==> src/rtl/remote_update_sequencer.sv <==
// Remote-update sequencer: turns a one-shot image request into a timed cfg_ENA/cfg_CBSEL/cfg_CONFIG
// setup/pulse/wait sequence with sticky failure report. Optional fallback to golden: RU_GOLDEN_RETRY_EN.
module remote_update_sequencer #(
    parameter int unsigned SETUP_CYC   = 16,
    parameter int unsigned PULSE_CYC   = 64,
    parameter int unsigned TIMEOUT_CYC = 1000000,
    parameter int unsigned CNT_W       = 20,
    parameter logic [1:0]  GOLDEN_SEL  = 2'b00
) (
    input  logic       clk,
    input  logic       rstn,
    input  logic       req_valid,
    input  logic [1:0] req_sel,
    output logic       req_ready,
    input  logic       cfg_ERROR,
    output logic       cfg_ENA,
    output logic [1:0] cfg_CBSEL,
    output logic       cfg_CONFIG,
    output logic       busy,
    output logic       err_flag,
    output logic [2:0] state_o
`ifdef RU_GOLDEN_RETRY_EN
    ,
    output logic       retry_o
`endif
);

    typedef enum logic [2:0] {
        S_IDLE  = 3'd0,
        S_SETUP = 3'd1,
        S_PULSE = 3'd2,
        S_WAIT  = 3'd3,
        S_FAIL  = 3'd4
    } state_t;

    localparam logic [CNT_W-1:0] SETUP_LAST   = CNT_W'(SETUP_CYC - 1);
    localparam logic [CNT_W-1:0] PULSE_LAST   = CNT_W'(PULSE_CYC - 1);
    localparam logic [CNT_W-1:0] TIMEOUT_LAST = CNT_W'(TIMEOUT_CYC - 1);

    state_t           state_q;
    state_t           state_d;
    logic [CNT_W-1:0] cnt_q;
    logic             err_meta_p0;
    logic             err_sync_p1;
    logic             accept;
`ifdef RU_GOLDEN_RETRY_EN
    logic             fallback;
`endif

    assign accept  = req_valid & req_ready;
    assign state_o = state_q;

    // Two-flop synchronizer for the asynchronous config-block error
    always_ff @(posedge clk or negedge rstn) begin
        if (!rstn) begin
            err_meta_p0 <= 1'b0;
            err_sync_p1 <= 1'b0;
        end else begin
            err_meta_p0 <= cfg_ERROR;
            err_sync_p1 <= err_meta_p0;
        end
    end

    always_comb begin
        state_d = state_q;
`ifdef RU_GOLDEN_RETRY_EN
        fallback = 1'b0;
`endif
        case (state_q)
            S_IDLE: begin
                if (accept) state_d = S_SETUP;
            end
            S_SETUP: begin
                if (cnt_q == SETUP_LAST) state_d = S_PULSE;
            end
            S_PULSE: begin
                if (err_sync_p1)                  state_d = S_FAIL;
                else if (cnt_q == PULSE_LAST)     state_d = S_WAIT;
            end
            S_WAIT: begin
                if (err_sync_p1 || cnt_q == TIMEOUT_LAST) state_d = S_FAIL;
            end
            S_FAIL: begin
`ifdef RU_GOLDEN_RETRY_EN
                // A failed non-golden image gets exactly one automatic golden attempt
                if (cfg_CBSEL != GOLDEN_SEL) begin
                    fallback = 1'b1;
                    state_d  = S_SETUP;
                end else begin
                    state_d = S_IDLE;
                end
`else
                state_d = S_IDLE;
`endif
            end
            default: state_d = S_IDLE;
        endcase
    end

    always_ff @(posedge clk or negedge rstn) begin
        if (!rstn) begin
            state_q <= S_IDLE;
            cnt_q   <= '0;
        end else begin
            state_q <= state_d;
            if (state_d != state_q)
                cnt_q <= '0;
            else if (state_q != S_IDLE && cnt_q != {CNT_W{1'b1}})
                cnt_q <= cnt_q + 1'b1;
        end
    end

    // Outputs are decoded from the next state and registered, so pins never glitch
    always_ff @(posedge clk or negedge rstn) begin
        if (!rstn) begin
            cfg_ENA    <= 1'b0;
            cfg_CONFIG <= 1'b0;
            cfg_CBSEL  <= GOLDEN_SEL;
            busy       <= 1'b0;
            req_ready  <= 1'b1;
            err_flag   <= 1'b0;
        end else begin
            cfg_ENA    <= (state_d == S_SETUP) || (state_d == S_PULSE) || (state_d == S_WAIT);
            cfg_CONFIG <= (state_d == S_PULSE);
            busy       <= (state_d != S_IDLE);
            req_ready  <= (state_d == S_IDLE);
            if (accept)
                cfg_CBSEL <= req_sel;
`ifdef RU_GOLDEN_RETRY_EN
            else if (fallback)
                cfg_CBSEL <= GOLDEN_SEL;
`endif
            if (accept)
                err_flag <= 1'b0;
            else if (state_d == S_FAIL)
                err_flag <= 1'b1;
        end
    end

`ifdef RU_GOLDEN_RETRY_EN
    always_ff @(posedge clk or negedge rstn) begin
        if (!rstn)
            retry_o <= 1'b0;
        else if (accept)
            retry_o <= 1'b0;
        else if (fallback)
            retry_o <= 1'b1;
    end
`endif

endmodule

==> config.mk <==
export PLATFORM = sky130hd
export DESIGN_NAME = remote_update_sequencer
export DESIGN_NICKNAME = d
export VERILOG_FILES = /design/src/rtl/remote_update_sequencer.sv
export SDC_FILE = /design/constraint.sdc
export NUM_CORES = 1
export LEC_CHECK = 0
export CAP_MARGIN = 15
export CORE_MARGIN = 2
export CORE_UTILIZATION = 65
export CTS_CLUSTER_SIZE = 8
export DETAILED_ROUTE_END_ITERATION = 8
export DONT_BUFFER_PORTS = 1
export PLACE_DENSITY = 0.83
export SLEW_MARGIN = 20
export SYNTH_ARGS = -nofsm -noshare
export SYNTH_HDL_FRONTEND = slang
export SYNTH_SLANG_ARGS = --single-unit
==> constraint.sdc <==
create_clock -name clk -period 3.45 [get_ports clk]
set_clock_uncertainty 0.05 [all_clocks]
set_input_delay 0 -clock clk [delete_from_list [all_inputs] [get_ports clk]]
set_output_delay 0 -clock clk [all_outputs]
set_load 0.02 [all_outputs]
==> key figures <==
Outcome
  • Status: finished, final reports clean

Global routing
  • Global-route usage over all layers: 25.5%
  • Largest net degree at the start of global routing: 33
  • Initial antenna violation count: 0
  • Number of global-route vias before repair: 1361
  • Overflow after GRT: 0
  • Global-route wire length before repair: 6200 um

Route
  • Met2 Routed Length: 1710 um
  • Vias: 1447
  • Final WL: 3590 um
  • DRC violation count after routing: 0
  • Max layer used: met4
  • Via-per-instance ratio: 6.73
  • DR WL met3: 304 um
  • Final antenna-violating net count: 0
  • TritonRoute pass-1 iters: 5
  • Avg WL per Cell: 16.7 um
  • First DRT Iteration DRCs: 68
  • Met1 wire length: 1490 um

Floorplanning
  • Die height: 55.8 um
  • Row Count: 18
  • Initial Util: 69.8%
  • Die area: 3110 um^2
  • Die X: 55.8 um
  • Core Box Area: 2500 um^2
  • IO Count: 16

Critical path
  • FF-to-FF path depth: 5
  • Worst EP arrival: 2620 ps
  • Worst R2R End: cnt_q[0]
  • Reg2reg setup slack: 1020 ps
  • Critical Path Fanout Max: 11
  • Kind of critical path: flop to flop
  • Worst Setup End Kind: flop
  • Reg-to-reg critical path startpoint: cnt_q[3]
  • Worst Path Required: 3640 ps
  • Worst Setup EP: cnt_q[0]
  • CP startpoint: cnt_q[3]
  • Crit start category: flop

Clock network
  • Longest Clk Path Bufs: 2
  • Htree depth: 2
  • PostCTS Resize Cnt: 0
  • Clock-pin slew on the worst setup and hold paths: 100 ps
  • Clock sink count: 32
  • CTS Root Cell: clkbuf_4
  • Clk Latency, worst-skew pair: 350 ps
  • CTS tree: yes
  • Cts bufs inserted: 5

Timing
  • Slew Viols, Final: 0
  • Worst slew pin tran: 1050 ps
  • Setup Viol. Count Final: 0
  • Max frequency: 0.411 GHz
  • Final worst path period share: 70.5%
  • Setup tns final: 0 ps
  • Hold slack final: 36.2 ps
  • Final setup margin: 1020 ps
  • Final hold vios: 0
  • RSZ-0062 raised after global routing: false
  • Minimum clock period: 2430 ps
  • Rel. slew slack: 29.1%

Pwr
  • Overall power: 620 uW
  • PwrDens: 327 nW/um^2
  • Leak: 0.785 nW
  • Worst VDD drop: 0.000290 V

Cells and area
  • Final net count: 191
  • Area taken by flip-flops and latches: 802 um^2
  • Diode count: 0
  • Layout cells sized above 1: 13.0%
  • Area growth syn-to-layout: 8.54%
  • Multi-input gate area: 883 um^2
  • Final-layout fill cell count: 163
  • Final std cells w/o fill: 215

Flow run
  • Max Cap Viol: 0

Synth
  • Synth cell types: 48
  • Synth warn: 0
  • Synthesized flop and latch total: 32
  • Post-Syn Instances: 176
  • Sequential fraction of the synthesis area: 46.0%
  • Synth Flop Type: dfrtp_1
  • Post-synthesis net count: 183
  • Async SR Flop Fraction: 100%
  • EDFF count, synth: 0
  • Post-Syn Area: 1740 um^2
  • Syn_area_per_cell: 9.91 um^2

Min path
  • Min-Delay Path Class: input pin to async pin

Placement
  • Inst Count DP: 199
  • IO buf count: 0
  • Pre-CTS setup slack: 1050 ps
  • DPL Wire Length: 2380 um
  • Routability cong.: 0.957
kinds of logic (layout without fill, tap and decap cells):
logic type | after synthesis | in the layout | synth area share [%]
buffers and inverters | 11 | 20 | 3.37
flip-flops | 32 | 32 | 46.0
adder cells (fa/ha/maj) | 1 | 1 | 0.717
AND/OR/NAND/NOR | 87 | 87 | 29.4
multiplexers | 3 | 3 | 1.87
AO/OA/AOI/OAI | 27 | 27 | 11.1
XOR/XNOR | 15 | 15 | 7.53
power breakdown:
part / leakage [nW] / internal [mW] / total [mW] / switching (mW)
Clock: 0.0380 / 0.0967 / 0.228 / 0.131
Sequential: 0.319 / 0.376 / 0.377 / 0.000950
Combinational: 0.428 / 0.00639 / 0.0150 / 0.00865
Total: 0.785 / 0.479 / 0.620 / 0.140
registers in the layout (all words and copies together), names as in the netlist:
name,cells
cfg_ENA,1
cnt_q,20
state_o,3
err_meta_p0,1
err_flag,1
cfg_CONFIG,1
err_sync_p1,1
req_ready,1
busy,1
cfg_CBSEL,2
how the worst min path moves through the flow:
stage / end / slack, ps / cells past startpoint / from
2_1_floorplan: busy / -350 / 0 / rstn
3_3_place_gp: state_o[2] / -340 / 0 / rstn
5_1_grt: state_o[0] / 60 / 2 / rstn
3_5_place_dp: busy / -340 / 0 / rstn
4_1_cts: err_sync_p1 / 40 / 2 / rstn
6_report: cnt_q[19] / 40 / 2 / rstn
per-stage QoR:
step           area, um^2  utilization [%]
2_1_floorplan        1740                -
3_3_place_gp         1740             69.7
3_5_place_dp         1740             69.7
4_1_cts              1890             75.7
5_1_grt              1890             75.7
6_report             1890             75.7
critical path: stages, from the launching register on:
cell	delay [ps]
dfrtp_1	520
nand4_1	190
nor3_1	880
a21boi_0	370
xnor2_1	250
nor2_1	60
timing repair:
item / CTS / global route
setup buffers: 0 / 0
endpoints found under the hold margin: 36 / 0
hold buffers: 8 / 0
layout make-up:
cell class	count	share of cell area [%]
multi-input combinational	133	46.7
sequential	32	42.4
timing repair buffer	9	5.16
clock buffer	6	2.71
tap	30	1.98
inverter	3	0.595
clock inverter	2	0.529
cell usage in the layout (no fill, tap or decap), drive strengths merged, types with 4 or more instances in the layout:
cell / synthesis / layout
xnor2: 13 / 13
nor3: 9 / 9
dfrtp: 31 / 31
dlygate4sd3: 0 / 7
nand4: 6 / 6
nand3: 8 / 8
clkbuf: 1 / 6
nand2: 12 / 12
a211oi: 6 / 6
and4: 4 / 4
and3: 4 / 4
nor4: 8 / 8
nor2: 25 / 25
a21oi: 8 / 8
cell usage after synthesis, drive strengths merged, types with 2 or more instances:
cell type / n / area, um^2
a211oi: 6 / 45.0
a21oi: 8 / 40.0
a22oi: 2 / 15.0
a41oi: 2 / 17.5
and3: 4 / 25.0
and4: 4 / 35.0
buf: 7 / 43.8
dfrtp: 31 / 776
inv: 3 / 11.3
mux2: 2 / 22.5
nand2: 12 / 45.0
nand3: 8 / 45.0
nand4: 6 / 43.8
nor2: 25 / 98.8
nor3: 9 / 61.3
nor4: 8 / 75.1
o21a: 2 / 15.0
or3: 2 / 12.5
xnor2: 13 / 114
xor2: 2 / 17.5
layer usage:
layer / GRT usage (%) / vias up
li1: - / 658
met4: 9.76 / 0
met3: 7.21 / 17
met5: 0 / -
met2: 40.1 / 75
met1: 33.5 / 697
(Power assumes the default switching activity.)
